## config.mk

```make
export PLATFORM = sky130hd
export DESIGN_NAME = rcv_tick
export DESIGN_NICKNAME = d
export VERILOG_FILES = /design/src/rtl/rcv_tick.sv
export SDC_FILE = /design/constraint.sdc
export NUM_CORES = 1
export LEC_CHECK = 0
export BUFFER_PORTS_ARGS = -buffer_cell sky130_fd_sc_hd__buf_2
export CELL_PAD_IN_SITES_DETAIL_PLACEMENT = 0
export CELL_PAD_IN_SITES_GLOBAL_PLACEMENT = 1
export CORE_UTILIZATION = 46
export CTS_CLUSTER_SIZE = 24
export DETAILED_ROUTE_END_ITERATION = 7
export GPL_ROUTABILITY_DRIVEN = 0
export PLACE_DENSITY_LB_ADDON = 0.1
export SYNTH_ARGS = -nofsm -noshare
export SYNTH_HDL_FRONTEND = slang
export SYNTH_SLANG_ARGS = --single-unit
```

## constraint.sdc

```tcl
create_clock -name clk -period 4.1 [get_ports clk]
set_clock_uncertainty 0.1 [all_clocks]
set_input_delay 0.41 -clock clk [delete_from_list [all_inputs] [get_ports clk]]
set_output_delay 0.41 -clock clk [all_outputs]
set_load 0.01 [all_outputs]
```

## src/rtl/rcv_tick.sv

```systemverilog
// rtl/rcv_tick.sv - asynchronous tick receiver with saturating count handoff
module rcv_tick #(
    parameter int CNT_W       = 8,
    parameter int SYNC_STAGES = 2
) (
    input  logic             clk,
    input  logic             rst_n,
    input  logic             tick_in,
    output logic             tick_pulse,
    output logic             count_valid,
    output logic [CNT_W-1:0] count_data,
    input  logic             count_ready,
    output logic             ovf,
    input  logic             ovf_clr
);

    typedef enum logic {
        IDLE = 1'b0,
        HOLD = 1'b1
    } state_t;

    localparam logic [CNT_W-1:0] CNT_MAX = {CNT_W{1'b1}};
    localparam logic [CNT_W-1:0] CNT_ONE = {{(CNT_W-1){1'b0}}, 1'b1};

    logic [SYNC_STAGES-1:0] sync_q;
    logic                   prev_q;
    logic                   pulse_q;

    state_t                 state_q;
    logic                   valid_q;
    logic [CNT_W-1:0]       data_q;
    logic [CNT_W-1:0]       acc_q;
    logic                   ovf_q;

    logic [CNT_W:0]         acc_sum;
    logic [CNT_W-1:0]       acc_d;
    logic                   acc_full;
    logic                   ovf_set;
    logic                   ovf_d;

    // Synchronizer chain, delayed copy of its output, and registered rising-edge strobe
    always_ff @(posedge clk or negedge rst_n) begin
        if (!rst_n) begin
            sync_q  <= '0;
            prev_q  <= 1'b0;
            pulse_q <= 1'b0;
        end else begin
            sync_q  <= {sync_q[SYNC_STAGES-2:0], tick_in};
            prev_q  <= sync_q[SYNC_STAGES-1];
            pulse_q <= sync_q[SYNC_STAGES-1] & ~prev_q;
        end
    end

    // Saturating acc + pulse; a tick landing on a full accumulator is the only loss case
    always_comb begin
        acc_sum  = {1'b0, acc_q} + {{CNT_W{1'b0}}, pulse_q};
        acc_full = (acc_q == CNT_MAX);
        acc_d    = acc_sum[CNT_W] ? CNT_MAX : acc_sum[CNT_W-1:0];
        ovf_set  = (state_q == HOLD) && pulse_q && acc_full;
        ovf_d    = ovf_set | (ovf_q & ~ovf_clr);
    end

    // Count handoff FSM: IDLE waits for the first tick, HOLD presents a count and accumulates
    always_ff @(posedge clk or negedge rst_n) begin
        if (!rst_n) begin
            state_q <= IDLE;
            valid_q <= 1'b0;
            data_q  <= '0;
            acc_q   <= '0;
            ovf_q   <= 1'b0;
        end else begin
            ovf_q <= ovf_d;
            case (state_q)
                IDLE: begin
                    // count_ready is ignored here: nothing is being offered
                    if (pulse_q) begin
                        data_q  <= CNT_ONE;
                        valid_q <= 1'b1;
                        state_q <= HOLD;
                    end
                end
                HOLD: begin
                    if (count_ready) begin
                        // Coincident tick folds into the freshly loaded count
                        if (acc_q != '0 || pulse_q) begin
                            data_q <= acc_d;
                            acc_q  <= '0;
                        end else begin
                            valid_q <= 1'b0;
                            state_q <= IDLE;
                        end
                    end else begin
                        acc_q <= acc_d;
                    end
                end
                default: begin
                    state_q <= IDLE;
                    valid_q <= 1'b0;
                end
            endcase
        end
    end

    assign tick_pulse  = pulse_q;
    assign count_valid = valid_q;
    assign count_data  = data_q;
    assign ovf         = ovf_q;

endmodule

```

# --- Yosys cells after proc, flatten, opt, wreduce, memory -nomap -nowiden ---
# Cells that the tools add are included.
word_totals:
  wordCells: 43
  input_bits: 5
  ff_bits: 23
  output_inout_bits: 11
op_classes:
  muxes: 15
  bitwise: 6
  reduce_logical: 7
  addsub: 1
  n_eq_ne: 6
ops:
  columns: ["operator", "count"]
  rows:
  - ["$mux W8", 6]
  - ["$pmux W8 S2", 1]
  - ["$add A8 B1 Y9", 1]
  - ["$eq A8 B8 Y1 const B", 1]
  - ["$reduce_bool A8 Y1", 1]
  - ["$mux W1", 6]
  - ["$ne A2 B2 Y1 const B", 3]
  - ["$reduce_and A3 Y1", 2]
  - ["$ne A2 B1 Y1 const B", 2]
  - ["$pmux W1 S2", 2]
  - ["$not A1 Y1", 3]
  - ["$and A1 B1 Y1", 2]
  - ["$logic_and A1 B1 Y1", 2]
  - ["$reduce_and A2 Y1", 1]
  - ["$logic_or A1 B1 Y1", 1]
  - ["$or A1 B1 Y1", 1]

# --- Depth between registers and ports, before layout ---
# Gate-level depths: netlist of run 1.
logic_depth:
  depth_word: 5
  depth_mapped: 6
  depth_no_buf: 6

# --- Worst setup path before layout of run 1 ---
# No wires, ideal clock.
synth_path:
  path_kind: "reg2reg"
  start: "reg acc_q[1]"
  end: "reg data_q[0] (netlist: count_data[0])"
  synth_period_minus_slack_ps: 2006
  arrival_ps: 1781
  path_stages_with_launch: 5
  path_slack_ps: 2094
  required_time_ps: 3875
  n_path_buf: 0
  setup_ps: 125
  cell_sequence: "dfrtp_1 > or4_4 > nor4_4 > nor3_2 > mux2_4"
synth_via:
  elab_chain_cells: 5
  elab_cells_between_ends: 9
  cone_classes: "add/sub: 1; eq/ne: 1; mux: 4; reduce/logical: 3"
synth_rtl:
  columns: ["item", "line_no", "rtl"]
  rows:
  - ["start: declaration", "32", "logic [CNT_W-1:0] acc_q;"]
  - ["start signal: assignment", "69", "acc_q <= '0;"]
  - ["start signal: assignment", "87", "acc_q <= '0;"]
  - ["start signal: assignment", "93", "acc_q <= acc_d;"]
  - ["$add A8 B1 Y9", "56", "acc_sum = {1'b0, acc_q} + {{CNT_W{1'b0}}, pulse_q};"]
  - ["$mux W8", "58", "acc_d = acc_sum[CNT_W] ? CNT_MAX : acc_sum[CNT_W-1:0];"]
  - ["$mux W8", "85", "if (acc_q != '0 || pulse_q) begin"]
  - ["$mux W8", "83", "if (count_ready) begin"]
  - ["$pmux W8 S2", "73", "case (state_q)"]
  - ["end signal: assignment", "68", "data_q <= '0;"]
  - ["end signal: assignment", "77", "data_q <= CNT_ONE;"]
  - ["end signal: assignment", "86", "data_q <= acc_d;"]
  - ["end: declaration", "31", "logic [CNT_W-1:0] data_q;"]
# Parallel ways exist; a longest one is shown, timed or not. The select of a mux whose other input is x is not followed.
# A chain may end at the register's enable or synchronous reset.

# --- Worst setup path after layout of run 1 ---
layout_path:
  start: "reg acc_q[5]"
  end: "reg data_q[0] (netlist: count_data[0])"
# Same word-level chain as after synthesis.

==> flow_metrics.py, run 1 <==
metrics = {
    "timing": {
        "fmax_mhz": 458.5,
        "slew_headroom": 0.6402,
        "tightest_slew_ns": 0.5397,
        "finalCritPeriodShare": 0.5319,
        "fin_tns_setup_ns": 0,
        "drv_slew": 0,
        "period_needed_ns": 2.181,
        "hold_viol_final": 0,
        "fin_ws_ns": 1.919,
        "rsz0062_at_grt": "false",
        "finalSetupViolCount": 0,
    },
    "cells_and_area": {
        "antenna-diode-count": 0,
        "final_cell_mix": "23 x dfrtp_1, 15 x buf_2, 8 x nand2_1",
        "drive_gt1_frac": 0.1983,
        "finalNetCount": 129,
        "instances_no_fill": 149,
        "area_growth_pct": 11.04,
        "final_area_um2": 1246,
        "layout_commonest_cell": "dfrtp_1",
    },
    "die": {
        "die_w_um": 51.40,
        "start_util": 0.4978,
        "rows": 17,
        "io_pins": 16,
        "dieHeight_um": 51.40,
        "core_area_um2": 2255,
        "design.die.area_um2": 2641,
    },
    "logic_synthesis": {
        "seq_area_frac_synth": 0.5128,
        "yosys-top-cells-area": "dfrtp_1 51%, o2bb2ai_1 3.9%, a21oi_1 2.7%",
        "synth_nets": 114,
        "ys_warn_count": 0,
        "synth_top_area_share": 0.5128,
        "synth_cells": 107,
        "synth.distinct_cells": 34,
        "synth_seq_cells": 23,
        "synth_top_cell_by_area": "dfrtp_1",
        "synthesis.area_um2": 1122,
        "synth.avg_cell_area_um2": 10.49,
    },
    "clocking": {
        "cts_tree": "done",
        "numCtsBuffers": 3,
        "root_buffer": "clkbuf_4",
        "cts_buffer_depth": 2,
        "clock_sinks": 23,
        "h-tree-depth": 1,
        "path_clk_slew_ns": 0.12,
        "clkLatencyLatePin_ns": 0.30,
    },
    "setup_path": {
        "crit_required_ns": 4.20,
        "path_cells": "or4_4 > nor4_4 > nor3_2 > mux2_4",
        "crit_type": "reg -> reg",
        "start_kind": "flop",
        "cp.arrival_ns": 2.28,
        "max_stage_delay_ns": 0.53,
        "path_delay_family": "simple AND/OR/NAND/NOR gates",
        "end_kind": "flop",
        "cp_slowest_cell": "or4_4",
        "worstPathMaxFanout": 11,
        "rr_startpoint": "acc_q[5]",
        "worstSetupStartpoint": "acc_q[5]",
        "crit_buf_inv": 0,
    },
    "power_and_ir_drop": {
        "comb_power_share": 0.291,
        "clockPowerShare": 0.180,
        "leakage_nw": 0.5525,
        "switchingPower_mw": 0.2007,
        "p_int_mw": 0.3580,
        "p_sw_frac": 0.3593,
        "p_per_area_nw_per_um2": 448.3,
        "vdd_drop_max_mv": 0.2835,
        "seqPwrFrac": 0.529,
    },
    "placed_design": {
        "dp_hpwl_um": 1659,
        "io_buffer_count": 15,
        "pre_cts_slack_ns": 1.939,
        "dp_cells": 144,
        "dpl_cell_area_um2": 1209,
    },
    "flow_run": {
        "drv_cap": 0,
    },
    "routing": {
        "drc_errors": 0,
        "vias": 882,
        "wl_per_cell_um": 15.67,
        "drtAntennaViolNets": 0,
        "drtPass1Iterations": 4,
        "routed_via_density": 5.919,
        "wirelength_um": 2335,
        "dr.first_iter.drc_count": 20,
    },
    "global_routing": {
        "overflow": 0,
        "grt_use_total": 0.2044,
        "grt_pass1_vias": 851,
        "grt_max_degree": 24,
        "antenna_found_initial": 0,
        "grt_pass1_wl_um": 3850,
    },
    "hold_path": {
        "min_from": "tick_in",
        "hp-class": "in -> reg",
    },
    "outcome": {
        "status": "completed",
    },
}
final timing paths:
kind | endpoint | slack [ns] | cells after the start
max | count_data[0] | 1.92 | 4
min | sync_q[0] | 0.10 | 1
max reg2reg | count_data[0] | 1.92 | 4
min reg2reg | sync_q[1] | 0.27 | 0
max in group asynchronous | acc_q[6] | 3.08 | 2
min in group asynchronous | acc_q[3] | 0.49 | 2
per-stage QoR:
step	utilization	hold slack [ns]	power, mW
after floorplan	-	0.01441	0.4113
after global placement	0.5361	0.2441	0.4604
after detailed placement	0.5361	0.2404	0.4591
after CTS	0.5527	0.08870	0.5637
after global routing	0.5527	0.07345	0.5971
final	0.5527	0.1037	0.5586
cell families (layout without fill, tap and decap cells):
kind of cell / after synthesis / in the layout / share of synthesized area
mux: 4 / 4 / 0.04013
flops: 23 / 23 / 0.5128
fa+ha+maj: 2 / 2 / 0.02229
compound gates: 32 / 32 / 0.2051
simple gates: 33 / 33 / 0.1706
buf+inv: 12 / 26 / 0.04124
xor+xnor: 1 / 1 / 0.007805
layout make-up:
class / count / area [µm²]
fillers: 231 / 1008
flip-flops and latches: 23 / 575.6
multi-input cells: 72 / 500.5
repair buffers: 16 / 85.08
well taps: 28 / 35.03
clock buffers: 3 / 22.52
inverters: 6 / 22.52
clock inverters: 1 / 5.005
synthesized netlist by cell type (all sizes together):
cell,instances
a21oi,6
a22o,1
a31o,1
a31oi,3
a41oi,2
and3,1
and4,1
and4b,1
clkbuf,6
dfrtp,23
ha,2
inv,6
mux2,1
mux2i,3
nand2,8
nand2b,1
nand3,4
nand4,2
nor2,7
nor2b,2
nor3,3
nor4,1
o21a,1
o21ai,3
o21bai,2
o2bb2ai,5
o31ai,4
o32ai,3
o41ai,1
or3,1
or4,1
xnor2,1
flip-flops by register name (all words and copies together) (netlist names):
register and flops:
acc_q 8, count_data 8, count_valid 1, ovf 1
prev_q 1, state_q 1, sync_q 2, tick_pulse 1
timing repair:
item                      in CTS  in global routing
resized for setup              0                  0
hold endpoints to repair      23                  0
setup buffers                  0                  0
hold buffers                   1                  0
routing by layer:
metal  routed length, µm  track usage
met5                   0            0
met4                  15      0.09459
met3                 131      0.04167
met2                1019       0.2965
met1                1168       0.2915
power groups by stage:
stage | registers, mW | logic (mW) | clock network, mW
2_1_floorplan | 0.284 | 0.127 | 0
3_3_place_gp | 0.299 | 0.162 | 0
3_5_place_dp | 0.297 | 0.162 | 0
4_1_cts | 0.293 | 0.164 | 0.107
5_1_grt | 0.299 | 0.181 | 0.117
6_report | 0.296 | 0.162 | 0.100
(Power assumes the default switching activity.)
==> run 2: changes to the inputs <==
ABC_AREA = 1   (was not set)
CORE_UTILIZATION = 41   (was 46)
clock period = 2.15 ns   (was 4.1 ns; I/O delays follow)
==> flow_metrics.py, run 2 <==
metrics = {
    "logic_synthesis": {
        "synth_cells": 146,
        "synth_top_cell_by_area": "dfrtp_1",
        "synthesis.area_um2": 1179,
        "synth_ff_type": "dfrtp_1",
        "synth.avg_cell_area_um2": 8.073,
        "ys_warn_count": 0,
        "synthArstFlopShare": 1.000,
        "synth_seq_cells": 23,
        "yosys-top-cells-area": "dfrtp_1 49%, nand2_1 18%, nand3_1 6.4%",
        "synth_edf_count": 0,
        "synth_top_area_share": 0.4883,
        "seq_area_frac_synth": 0.4883,
        "synth_most_common_cell": "nand2_1",
        "synthTopCellsByCount": "58 x nand2_1, 23 x dfrtp_1, 15 x nand3_1",
        "synth.distinct_cells": 19,
        "synth_nets": 153,
    },
    "placed_design": {
        "dp_hpwl_um": 1843,
        "dpl_cell_area_um2": 1277,
        "io_buffer_count": 15,
    },
    "power_and_ir_drop": {
        "p_per_area_nw_per_um2": 829.6,
        "leakage_nw": 0.7421,
        "vdd_drop_max_mv": 0.6617,
    },
    "clocking": {
        "root_buffer": "clkbuf_4",
        "clkLatencyLatePin_ns": 0.30,
        "hold_buffers": 3,
        "h-tree-depth": 1,
        "path_clk_slew_ns": 0.12,
        "numCtsBuffers": 3,
        "cts_tree": "done",
        "cts_buffer_depth": 2,
        "clock_sinks": 23,
        "post-cts-setup-buffers": 0,
        "cts_resized": 0,
    },
    "routing": {
        "dr.first_iter.drc_count": 20,
        "wirelength_um": 2410,
        "routed_via_density": 4.909,
        "vias": 972,
        "drc_errors": 0,
        "drtPass1Iterations": 4,
        "drtAntennaViolNets": 0,
        "wl_per_cell_um": 12.17,
    },
    "global_routing": {
        "grt_use_total": 0.1813,
        "grt_pass1_vias": 955,
        "grt_pass1_wl_um": 4436,
        "grt_max_degree": 24,
        "antenna_found_initial": 0,
        "overflow": 0,
    },
    "timing": {
        "hold_viol_final": 0,
        "period_needed_ns": 1.688,
        "slew_headroom": 0.6650,
        "fin_tns_setup_ns": 0,
        "drv_slew": 0,
        "finalSetupViolCount": 0,
        "finalCritPeriodShare": 0.7852,
        "rsz0062_at_grt": "false",
        "fmax_mhz": 592.3,
        "tightest_slew_ns": 0.5025,
    },
    "setup_path": {
        "end_kind": "flop",
        "start_kind": "flop",
        "cp.arrival_ns": 1.80,
        "crit_required_ns": 2.26,
        "crit_type": "reg -> reg",
        "worstPathMaxFanout": 6,
    },
    "flow_run": {
        "drv_cap": 0,
    },
    "die": {
        "core_area_um2": 2734,
        "design.die.area_um2": 3093,
        "die_w_um": 55.62,
        "io_pins": 16,
        "dieHeight_um": 55.62,
        "start_util": 0.4311,
        "rows": 19,
    },
    "cells_and_area": {
        "antenna-diode-count": 0,
        "nFillCells": 268,
        "final_area_um2": 1334,
        "final_cell_mix": "58 x nand2_1, 23 x dfrtp_1, 15 x nand3_1, 15 x buf_2, 14 x inv_1",
        "drive_gt1_frac": 0.2096,
        "finalNetCount": 175,
        "layout_commonest_cell": "nand2_1",
        "area_growth_pct": 13.16,
    },
    "hold_path": {
        "hp-class": "in -> reg",
    },
    "outcome": {
        "status": "completed",
    },
}
[run 2: area by class of cell]
cell class | instances | area, µm² | area share
Multi-Input combinational cell | 106 | 524.3 | 0.3931
Clock buffer | 4 | 26.28 | 0.01970
Sequential cell | 23 | 575.6 | 0.4315
Timing Repair Buffer | 19 | 112.6 | 0.08443
Tap cell | 31 | 38.79 | 0.02908
Inverter | 15 | 56.30 | 0.04221
[run 2: per-stage QoR]
step | setup slack (ns) | total power [mW] | utilization | hold WS, ns | std cells
after global placement | 0.4969 | 0.9195 | 0.4673 | 0.1168 | 191
after floorplan | 0.5915 | 0.8287 | - | -0.1806 | 146
after global routing | 0.2556 | 1.191 | 0.4879 | 0.1447 | 198
after detailed placement | 0.4874 | 0.9148 | 0.4673 | 0.1208 | 191
after CTS | 0.4566 | 1.123 | 0.4879 | 0.1314 | 198
final | 0.4618 | 1.106 | 0.4879 | 0.1450 | 198
[run 2: logic make-up after synthesis]
| group | after synthesis | synth area share |
|---|---|---|
| simple gates | 95 | 0.3705 |
| fa+ha+maj | 2 | 0.02123 |
| compound gates | 9 | 0.05308 |
| buf+inv | 17 | 0.06687 |
| flops | 23 | 0.4883 |
[run 2: power by group]
| part | leakage (nW) | internal [mW] | total [mW] | switching [mW] |
|---|---|---|---|---|
| logic | 0.422 | 0.123 | 0.376 | 0.253 |
| clock network | 0.0150 | 0.0723 | 0.197 | 0.125 |
| registers | 0.305 | 0.488 | 0.533 | 0.0448 |
[run 2: layer usage]
| layer | wire, µm | track usage | vias up |
|---|---|---|---|
| li1 | - | - | 496 |
| met1 | 1201 | 0.2672 | 452 |
| met2 | 1109 | 0.2702 | 22 |
| met3 | 83 | 0.02326 | 2 |
| met4 | 16 | 0.07500 | 0 |
| met5 | 0 | 0 | - |
[run 2: worst paths after layout]
kind,startpoint,to,slack (ns),cells past startpoint
max,tick_pulse,count_data[4],0.46,9
min,count_ready,count_valid,0.15,4
max reg2reg,tick_pulse,count_data[4],0.46,9
min reg2reg,sync_q[0],sync_q[1],0.27,0
max in group asynchronous,rst_n,count_data[0],1.32,2
min in group asynchronous,rst_n,acc_q[7],0.29,2
[run 2: worst max-delay path: stages (launching register included)]
cell	delay [ns]
dfrtp_1	0.45
ha_1	0.22
ha_1	0.19
nand2_2	0.09
inv_1	0.10
nand2_1	0.06
o21ai_0	0.16
inv_1	0.09
nand3_1	0.09
nand2_1	0.05
